--- config.mk ---
export PLATFORM = sky130hd
export DESIGN_NAME = irq_ctrl_flat
export DESIGN_NICKNAME = d
export VERILOG_FILES = /design/src/rtl/irq_ctrl_if.sv /design/src/rtl/irq_ctrl.sv /design/src/flat_wrapper.sv
export SDC_FILE = /design/constraint.sdc
export NUM_CORES = 1
export LEC_CHECK = 0
export BUFFER_PORTS_ARGS = -buffer_cell sky130_fd_sc_hd__buf_2
export CAP_MARGIN = 25
export CELL_PAD_IN_SITES_DETAIL_PLACEMENT = 1
export CELL_PAD_IN_SITES_GLOBAL_PLACEMENT = 2
export CORE_ASPECT_RATIO = 0.8
export CORE_UTILIZATION = 31
export CTS_CLUSTER_SIZE = 12
export DETAILED_ROUTE_END_ITERATION = 12
export PLACE_DENSITY = 0.73
export RECOVER_POWER = 50
export SETUP_SLACK_MARGIN = 0.4
export SYNTH_ARGS = -nofsm -noshare
export SYNTH_HDL_FRONTEND = slang
export SYNTH_SLANG_ARGS = --single-unit
--- constraint.sdc ---
create_clock -name clk -period 2.6 [get_ports clk]
set_input_delay 0.26 -clock clk [delete_from_list [all_inputs] [get_ports clk]]
set_output_delay 0.26 -clock clk [all_outputs]
set_load 0.05 [all_outputs]
--- src/rtl/irq_ctrl_if.sv ---
// Configuration register port of the interrupt controller,
// decoded from the data-memory bus.
interface irq_ctrl_if;
  logic        cfg_we;
  logic [1:0]  cfg_addr;
  logic [31:0] cfg_wdata;
  logic [31:0] cfg_rdata;

  modport master (
    output cfg_we, cfg_addr, cfg_wdata,
    input  cfg_rdata
  );

  modport slave (
    input  cfg_we, cfg_addr, cfg_wdata,
    output cfg_rdata
  );
endinterface

--- src/rtl/irq_ctrl.sv ---
// Prioritised, maskable interrupt controller for the CPU IRQ input.
// Define IRQ_SYNC_EN to add 2-flop synchronisers on irq_in.
module irq_ctrl #(
  parameter int          N_IRQ        = 8,
  parameter logic [N_IRQ-1:0] EDGE_MASK = {N_IRQ{1'b1}},
  parameter int          VEC_STRIDE   = 8,
  parameter logic [31:0] VEC_BASE_RST = 32'h8000_0100
) (
  input  logic             clk,
  input  logic             n_rst,
  input  logic [N_IRQ-1:0] irq_in,
  input  logic             supervisor,
  output logic             irq_req,
  input  logic             irq_ack,
  input  logic             eoi,
  output logic [31:0]      irq_vec,
  output logic [4:0]       irq_id,
  output logic             in_service,
  irq_ctrl_if.slave        cfg
);

  typedef enum logic [1:0] {
    IDLE,
    REQ,
    SERVICE
  } state_t;

  state_t             state_q, state_d;
  logic [N_IRQ-1:0]   irq_s;
  logic [N_IRQ-1:0]   prev_q;
  logic [N_IRQ-1:0]   pend_q, pend_d;
  logic [N_IRQ-1:0]   mask_q;
  logic [31:0]        base_q;
  logic [4:0]         id_q;
  logic [31:0]        vec_q;
  logic [31:0]        rdata_q, rdata_d;
  logic [N_IRQ-1:0]   rise, eff, w1c, ack_clr;
  logic [4:0]         sel_id;
  logic [31:0]        sel_vec;
  logic               take;

`ifdef IRQ_SYNC_EN
  logic [N_IRQ-1:0] sync1_q, sync2_q;

  always_ff @(posedge clk or negedge n_rst) begin
    if (!n_rst) begin
      sync1_q <= '0;
      sync2_q <= '0;
    end else begin
      sync1_q <= irq_in;
      sync2_q <= sync1_q;
    end
  end

  assign irq_s = sync2_q;
`else
  assign irq_s = irq_in;
`endif

  assign rise = irq_s & ~prev_q;
  assign eff  = pend_q & mask_q;

  // index 0 wins
  always_comb begin
    sel_id = '0;
    for (int i = N_IRQ - 1; i >= 0; i--) begin
      if (eff[i]) sel_id = 5'(i);
    end
  end

  assign sel_vec = base_q + 32'(sel_id) * 32'(VEC_STRIDE);

  assign take = (state_q == REQ) && irq_ack && (|eff);

  always_comb begin
    w1c     = '0;
    ack_clr = '0;
    if (cfg.cfg_we && cfg.cfg_addr == 2'd1)
      w1c = cfg.cfg_wdata[N_IRQ-1:0];
    for (int i = 0; i < N_IRQ; i++) begin
      ack_clr[i] = take && (sel_id == 5'(i));
    end
  end

  // new edge beats any clear in the same cycle
  assign pend_d = (EDGE_MASK & ((pend_q & ~(w1c | ack_clr)) | rise))
                | (~EDGE_MASK & irq_s);

  always_comb begin
    state_d = state_q;
    unique case (state_q)
      IDLE:    if (|eff) state_d = REQ;
      REQ: begin
        if (take)        state_d = SERVICE;
        else if (!(|eff)) state_d = IDLE;
      end
      SERVICE: if (eoi)  state_d = IDLE;
      default:           state_d = IDLE;
    endcase
  end

  assign irq_req    = (state_q == REQ) && !supervisor;
  assign in_service = (state_q == SERVICE);
  assign irq_id     = in_service ? id_q  : sel_id;
  assign irq_vec    = in_service ? vec_q : sel_vec;

  always_comb begin
    rdata_d = '0;
    unique case (cfg.cfg_addr)
      2'd0: rdata_d = 32'(mask_q);
      2'd1: rdata_d = 32'(pend_q);
      2'd2: rdata_d = {22'd0, irq_req, in_service, 3'd0, irq_id};
      2'd3: rdata_d = base_q;
      default: rdata_d = '0;
    endcase
  end

  assign cfg.cfg_rdata = rdata_q;

  always_ff @(posedge clk or negedge n_rst) begin
    if (!n_rst) begin
      state_q <= IDLE;
      prev_q  <= '0;
      pend_q  <= '0;
      mask_q  <= '0;
      base_q  <= VEC_BASE_RST;
      id_q    <= '0;
      vec_q   <= VEC_BASE_RST;
      rdata_q <= '0;
    end else begin
      state_q <= state_d;
      prev_q  <= irq_s;
      pend_q  <= pend_d;
      rdata_q <= rdata_d;
      if (cfg.cfg_we && cfg.cfg_addr == 2'd0)
        mask_q <= cfg.cfg_wdata[N_IRQ-1:0];
      if (cfg.cfg_we && cfg.cfg_addr == 2'd3)
        base_q <= {cfg.cfg_wdata[31:2], 2'b00};
      if (take) begin
        id_q  <= sel_id;
        vec_q <= sel_vec;
      end
    end
  end

endmodule

--- src/flat_wrapper.sv ---
// flat-port wrapper written by rule: the top's interface ports become plain ports
module irq_ctrl_flat 
#(
  parameter int          N_IRQ        = 8,
  parameter logic [N_IRQ-1:0] EDGE_MASK = {N_IRQ{1'b1}},
  parameter int          VEC_STRIDE   = 8,
  parameter logic [31:0] VEC_BASE_RST = 32'h8000_0100
)
  (clk, n_rst, irq_in, supervisor, irq_req, irq_ack, eoi, irq_vec, irq_id, in_service, cfg_cfg_we, cfg_cfg_addr, cfg_cfg_wdata, cfg_cfg_rdata);
  irq_ctrl_if cfg_i ();
  input  logic clk;
  input  logic n_rst;
  input  logic [N_IRQ-1:0] irq_in;
  input  logic supervisor;
  output logic irq_req;
  input  logic irq_ack;
  input  logic eoi;
  output logic [31:0] irq_vec;
  output logic [4:0] irq_id;
  output logic in_service;
  input wire logic [$bits(cfg_i.cfg_we)-1:0] cfg_cfg_we;
  input wire logic [$bits(cfg_i.cfg_addr)-1:0] cfg_cfg_addr;
  input wire logic [$bits(cfg_i.cfg_wdata)-1:0] cfg_cfg_wdata;
  output wire logic [$bits(cfg_i.cfg_rdata)-1:0] cfg_cfg_rdata;
  assign cfg_i.cfg_we = cfg_cfg_we;
  assign cfg_i.cfg_addr = cfg_cfg_addr;
  assign cfg_i.cfg_wdata = cfg_cfg_wdata;
  assign cfg_cfg_rdata = cfg_i.cfg_rdata;
  irq_ctrl #(.N_IRQ(N_IRQ), .EDGE_MASK(EDGE_MASK), .VEC_STRIDE(VEC_STRIDE), .VEC_BASE_RST(VEC_BASE_RST)) u_core (.clk(clk), .n_rst(n_rst), .irq_in(irq_in), .supervisor(supervisor), .irq_req(irq_req), .irq_ack(irq_ack), .eoi(eoi), .irq_vec(irq_vec), .irq_id(irq_id), .in_service(in_service), .cfg(cfg_i));
endmodule
## Word level (Yosys, flattened, before mapping)

Index checks and enable logic that the tools add are counted.

| cells by class | value |
|---|---|
| add/subtract/negate cells | 1 |
| equality and inequality tests | 15 |
| muxes and demuxes | 17 |
| bitwise logic cells | 7 |
| reduce and logical (&&, ||, !) cells | 20 |

Operators by type and width:

| cell | number |
|---|---|
| 32-bit one-hot mux with 4 select lines | 1 |
| 5-bit two-way mux | 8 |
| 32-bit by 8-bit adder with 32-bit output | 1 |
| 32-bit two-way mux | 1 |
| 8-bit bitwise AND | 3 |
| 5-bit by 3-bit equality test with 1-bit output, second input constant | 4 |
| 8-bit inverter | 2 |
| 8-bit bitwise OR | 2 |
| 1-bit logical AND | 14 |
| 5-bit by 2-bit equality test with 1-bit output, second input constant | 2 |
| 2-bit two-way mux | 4 |
| 8-bit two-way mux | 1 |
| 8-bit OR reduction | 1 |
| 2-bit equality test, second input constant | 3 |
| 2-bit one-hot mux with 3 select lines | 1 |
| 5-bit by 1-bit equality test with 1-bit output, second input constant | 1 |
| 5-bit logical NOT | 1 |
| 2-bit by 1-bit equality test with 1-bit output, second input constant | 2 |
| 2-bit logical NOT | 2 |
| 3-bit two-way mux | 1 |
| 3-bit by 2-bit inequality test with 1-bit output, second input constant | 1 |
| 3-bit AND reduction | 1 |
| 2-bit by 1-bit inequality test with 1-bit output, second input constant | 1 |
| 2-bit inequality test, second input constant | 1 |
| 1-bit logical NOT | 1 |

| storage, ports and cells | value |
|---|---|
| register bits after elaboration | 125 |
| input port bits | 48 |
| output and inout bits | 71 |

## Longest topological paths before layout

| logic depth | value |
|---|---|
| depth in word-level cells | 15 |
| mapped depth | 10 |

## Worst setup path before layout

No wires, ideal clock.

| path | value |
|---|---|
| kind | flip-flop to output port |
| start | register u_core.mask_q[0] |
| end | output port irq_vec[31] |
| data arrival time | 3.123 ns |
| slack | -0.783 ns |
| stages on the path, launching flop included | 11 |
| buffers on the path | 0 |
| path through | dfrtp_1 -> a22oi_1 -> nand2_1 -> o21ai_1 -> ha_1 -> fa_1 -> a21oi_1 -> or4_4 -> nor4_4 -> xnor2_1 -> a21oi_1 |

| between the ends | value |
|---|---|
| cells in the longest elaborated chain, start to end | 4 |

Ends and longest elaborated chain:

| element | line | RTL |
|---|---|---|
| from (decl) | irq_ctrl.sv:32 | `logic [N_IRQ-1:0] mask_q;` |
| from (signal assigned) | irq_ctrl.sv:136 | `mask_q <= cfg.cfg_wdata[N_IRQ-1:0];` |
| 8-bit bitwise AND | irq_ctrl.sv:61 | `assign eff = pend_q & mask_q;` |
| 5-bit two-way mux | irq_ctrl.sv:67 | `if (eff[i]) sel_id = 5'(i);` |
| via u_core.sel_id[0] | irq_ctrl.sv:38 | `logic [4:0] sel_id;` |
| 32-bit by 8-bit adder with 32-bit output | irq_ctrl.sv:71 | `assign sel_vec = base_q + 32'(sel_id) * 32'(VEC_STRIDE);` |
| 32-bit two-way mux | irq_ctrl.sv:105 | `assign irq_vec = in_service ? vec_q : sel_vec;` |
| to (decl) | flat_wrapper.sv:18 | `output logic [31:0] irq_vec;` |

The timed path passes the listed nets, and every way through them passes these cells.

## Worst setup path in the final report

| path | value |
|---|---|
| start | register u_core.mask_q[5] |
| end | output port irq_vec[11] |

| between the ends | value |
|---|---|
| cells in the longest elaborated chain, start to end | 9 |

Ends and longest elaborated chain:

| element | line |
|---|---|
| 8-bit bitwise AND | irq_ctrl.sv:61 |
| 5-bit two-way mux (6 in series) | irq_ctrl.sv:67 |
| via u_core.sel_id[0] | irq_ctrl.sv:38 |
| 32-bit by 8-bit adder with 32-bit output | irq_ctrl.sv:71 |
| 32-bit two-way mux | irq_ctrl.sv:105 |

The timed path passes the listed nets, and every way through them passes these cells.

==> impl_metrics.toml <==
[drt]
drc = 8
dr_total_vias = 4771
wl_um = 18400
wl_per_cell_um = 18.8
drt_iter0_markers = 225
avgViaCountPerCell = 4.88
drtPass1Iterations = 8
ant_nets = 0

[yosys]
synth_top_cell_by_area = "dfrtp_1"
synth.area.top_cells = "dfrtp_1 52%, mux2_2 8.8%, nand2_1 5.1%, nor2_1 3.1%, xnor2_1 3.0%"
synth.distinct_cells = 47
synth_cells = 535
ys_warn_count = 0
synth_edf_count = 0
async_flop_share = 1.00
ys.flop_type = "dfrtp_1"
ys_seq_area_frac = 0.541
avgSynthCellArea_um2 = 10.5
ys_ff_latch = 121
netlist_area_um2 = 5610
yosys.area.top_type_share = 0.522

[pwr]
cellPowerDensity_nw_per_um2 = 1190
p_leak_nw = 4.00
ir_drop_uv = 719
finalPower_mw = 10.4

[clock_network]
clk_pin_slew_ns = 0.06
numCtsBuffers = 17
clock-sinks = 121
htreeDepth = 4
clk_latency_ns = 0.43
cts_tree = "built"
clockRootBuffer = "clkbuf_16"
cts_max_path_buffers = 2

[critical_path]
reg2reg_from = "u_core.mask_q[2]$_DFFE_PN0P_"
cp.depth = 12
crit_arrival_ns = 3.03
r2r_slack_ns = -0.04
worst_ep_required_time_ns = 2.34
r2r-end = "u_core.vec_q[22]$_DFFE_PN0P_"
critPathKind = "register to primary output"
crit_top_cell = "buf_4"
path_cells = "buf_4 -> a32oi_2 -> o21ai_4 -> ha_4 -> fa_2 -> buf_4 -> a21o_1 -> buf_4 -> nand4_1 -> xor2_2 -> a21oi_4 -> buf_4"
cp_max_fo = 4
cp_num_buf_inv = 4
start_kind = "register"
crit_path_start = "u_core.mask_q[5]$_DFFE_PN0P_"
cpPeakStageDelay_ns = 0.38
crit_end = "irq_vec[11]"
end_kind = "primary output"
reg2reg_depth = 14
path_delay_family = "compound AO/OA/AOI/OAI gates"
critPathSlowestCell = "dfrtp_1"

[timing]
setup_slack_ns = -0.692
setup_violations = 29
setup-tns-final_ns = -15.57
rsz0062_at_grt = "yes"
max-slew-margin-rel = -0.382
hold_viol_final = 0
tightest_slew_ns = 2.07
fin_crit_ns = 3.29
timing.final.crit_share = 1.27
final_max_slew_viol_count = 70
fin_skew_ns = 0.0102
max_freq_mhz = 304

[grt]
antenna_found_initial = 0
grt_pass1_vias = 5344
grt_remaining_overflow = 0
grt_pass1_wl_um = 29700
grt_max_degree = 59
grt_usage = 0.212

[job]
maxCapViolCount = 2

[placed_design]
placedInstanceArea_um2 = 7380
hpwlAfterDp_um = 12500
placement.io_buffers = 114
place_congestion = 0.857

[outcome]
violations = "design-rule violations, max-capacitance violations, max-slew violations, negative setup slack"
status = "finished with violations"

[finish]
ff_latch_area_um2 = 3030
fillers = 1886
multi_input_area_um2 = 3160
fin_area_um2 = 8730
insertedDiodeCount = 0
drive_gt1_frac = 0.481
fin_util = 0.498
area_growth_pct = 55.7
nets = 792

[floorplan]
die_h_um = 122
initial_core_util = 0.320
die_area_um2 = 18600
num_io_pins = 119
die_w_um = 152
rows = 43
placeableCoreArea_um2 = 17500

[min_path]
worst_hold_path_type = "input pin to register"
worst min-delay path by stage:
stage                           start                            end  slack, ns  cells after the start
finish              cfg_cfg_wdata[21]  u_core.base_q[21]$_DFFE_PN0P_       0.06                      2
global route        cfg_cfg_wdata[21]  u_core.base_q[21]$_DFFE_PN0P_       0.05                      2
CTS                 cfg_cfg_wdata[21]  u_core.base_q[21]$_DFFE_PN0P_       0.04                      2
detailed placement              n_rst   u_core.vec_q[10]$_DFFE_PN0P_       0.25                      1
global placement                n_rst   u_core.vec_q[10]$_DFFE_PN0P_       0.24                      1
floorplan                       n_rst  u_core.base_q[10]$_DFFE_PN0P_      -0.04                      0
report_power, final:
part	switching [mW]	leakage, nW	internal (mW)
sequential	0.342	1.47	2.36
clock	0.841	0.323	1.79
combinational	3.04	2.21	1.99
total	4.23	4.00	6.14
state kept, by name (all words and copies together), names as in the netlist:
signal,flops
u_core.id_q,3
u_core.prev_q,8
u_core.vec_q,30
u_core.cfg.cfg_rdata,32
u_core.pend_q,8
u_core.mask_q,8
u_core.base_q,30
u_core.state_q,2
layout make-up:
| class | count | share of cell area |
|---|---|---|
| clock buffers | 23 | 0.0559 |
| well taps | 225 | 0.0322 |
| inverters | 13 | 0.00602 |
| flip-flops and latches | 121 | 0.347 |
| multi-input cells | 373 | 0.362 |
| clock inverters | 8 | 0.0189 |
| repair buffers | 214 | 0.177 |
cell usage after synthesis (2+ instances only):
master	instances
a21o_1	2
a21oi_1	32
a22o_1	9
a22oi_1	6
a32o_1	3
a32oi_1	3
and2_1	4
and3_1	24
and3b_1	2
buf_4	4
buf_6	3
clkbuf_1	23
dfrtp_1	117
dfstp_2	4
ha_1	3
inv_1	13
mux2_2	44
mux2i_1	2
nand2_1	76
nand2b_1	5
nand3_1	11
nand4_1	7
nor2_1	47
nor3_1	3
nor3_2	3
o211ai_1	3
o21ai_0	31
o21ai_1	6
or4_4	2
xnor2_1	19
xor2_1	8
cell families after synthesis:
group | after synthesis | share of synthesized area
DFF | 121 | 0.541
other | 1 | 0.000668
buffers and inverters | 44 | 0.0364
muxes | 47 | 0.0959
adders and majority gates | 4 | 0.0103
xor gates and xnor gates | 27 | 0.0422
and+or+nand+nor | 194 | 0.171
AOI/OAI and AO/OA | 97 | 0.103
metrics by stage:
stage                     instances  setup slack, ns  hold WS [ns]
after global routing            977           -0.834        0.0495
after global placement          916           -0.475         0.238
final                           977           -0.692        0.0561
after CTS                       970           -0.726        0.0416
after floorplan                 538           -0.144       -0.0356
after detailed placement        916           -0.529         0.245
cell usage in the layout, fill, tap and decap left out, types with 23 or more instances in the layout:
master / synthesis / routed
a21oi_4: 0 / 27
and3_1: 24 / 23
buf_2: 1 / 57
buf_4: 4 / 90
buf_6: 3 / 27
clkbuf_1: 23 / 27
dfrtp_1: 117 / 116
mux2_2: 44 / 44
nand2_1: 76 / 69
nor2_1: 47 / 39
per-layer routing:
| layer | GRT usage | up-vias | part of all wire |
|---|---|---|---|
| met5 | 0 | - | 0 |
| met4 | 0.0689 | 0 | 0.013 |
| met3 | 0.0530 | 18 | 0.034 |
| met2 | 0.354 | 88 | 0.48 |
| met1 | 0.271 | 2418 | 0.47 |
| li1 | - | 2247 | - |
timing repair:
item | 4_1_cts | 5_1_grt
endpoints found under the hold margin | 32 | 0
hold buffers | 9 | 0
setup endpoints to repair | 58 | 60
gates resized for setup | 100 | 24
pin swaps | 15 | 21
cloned | 0 | 0
setup buffers | 14 | 7
Note: power is estimated with default switching activity, not from simulation.
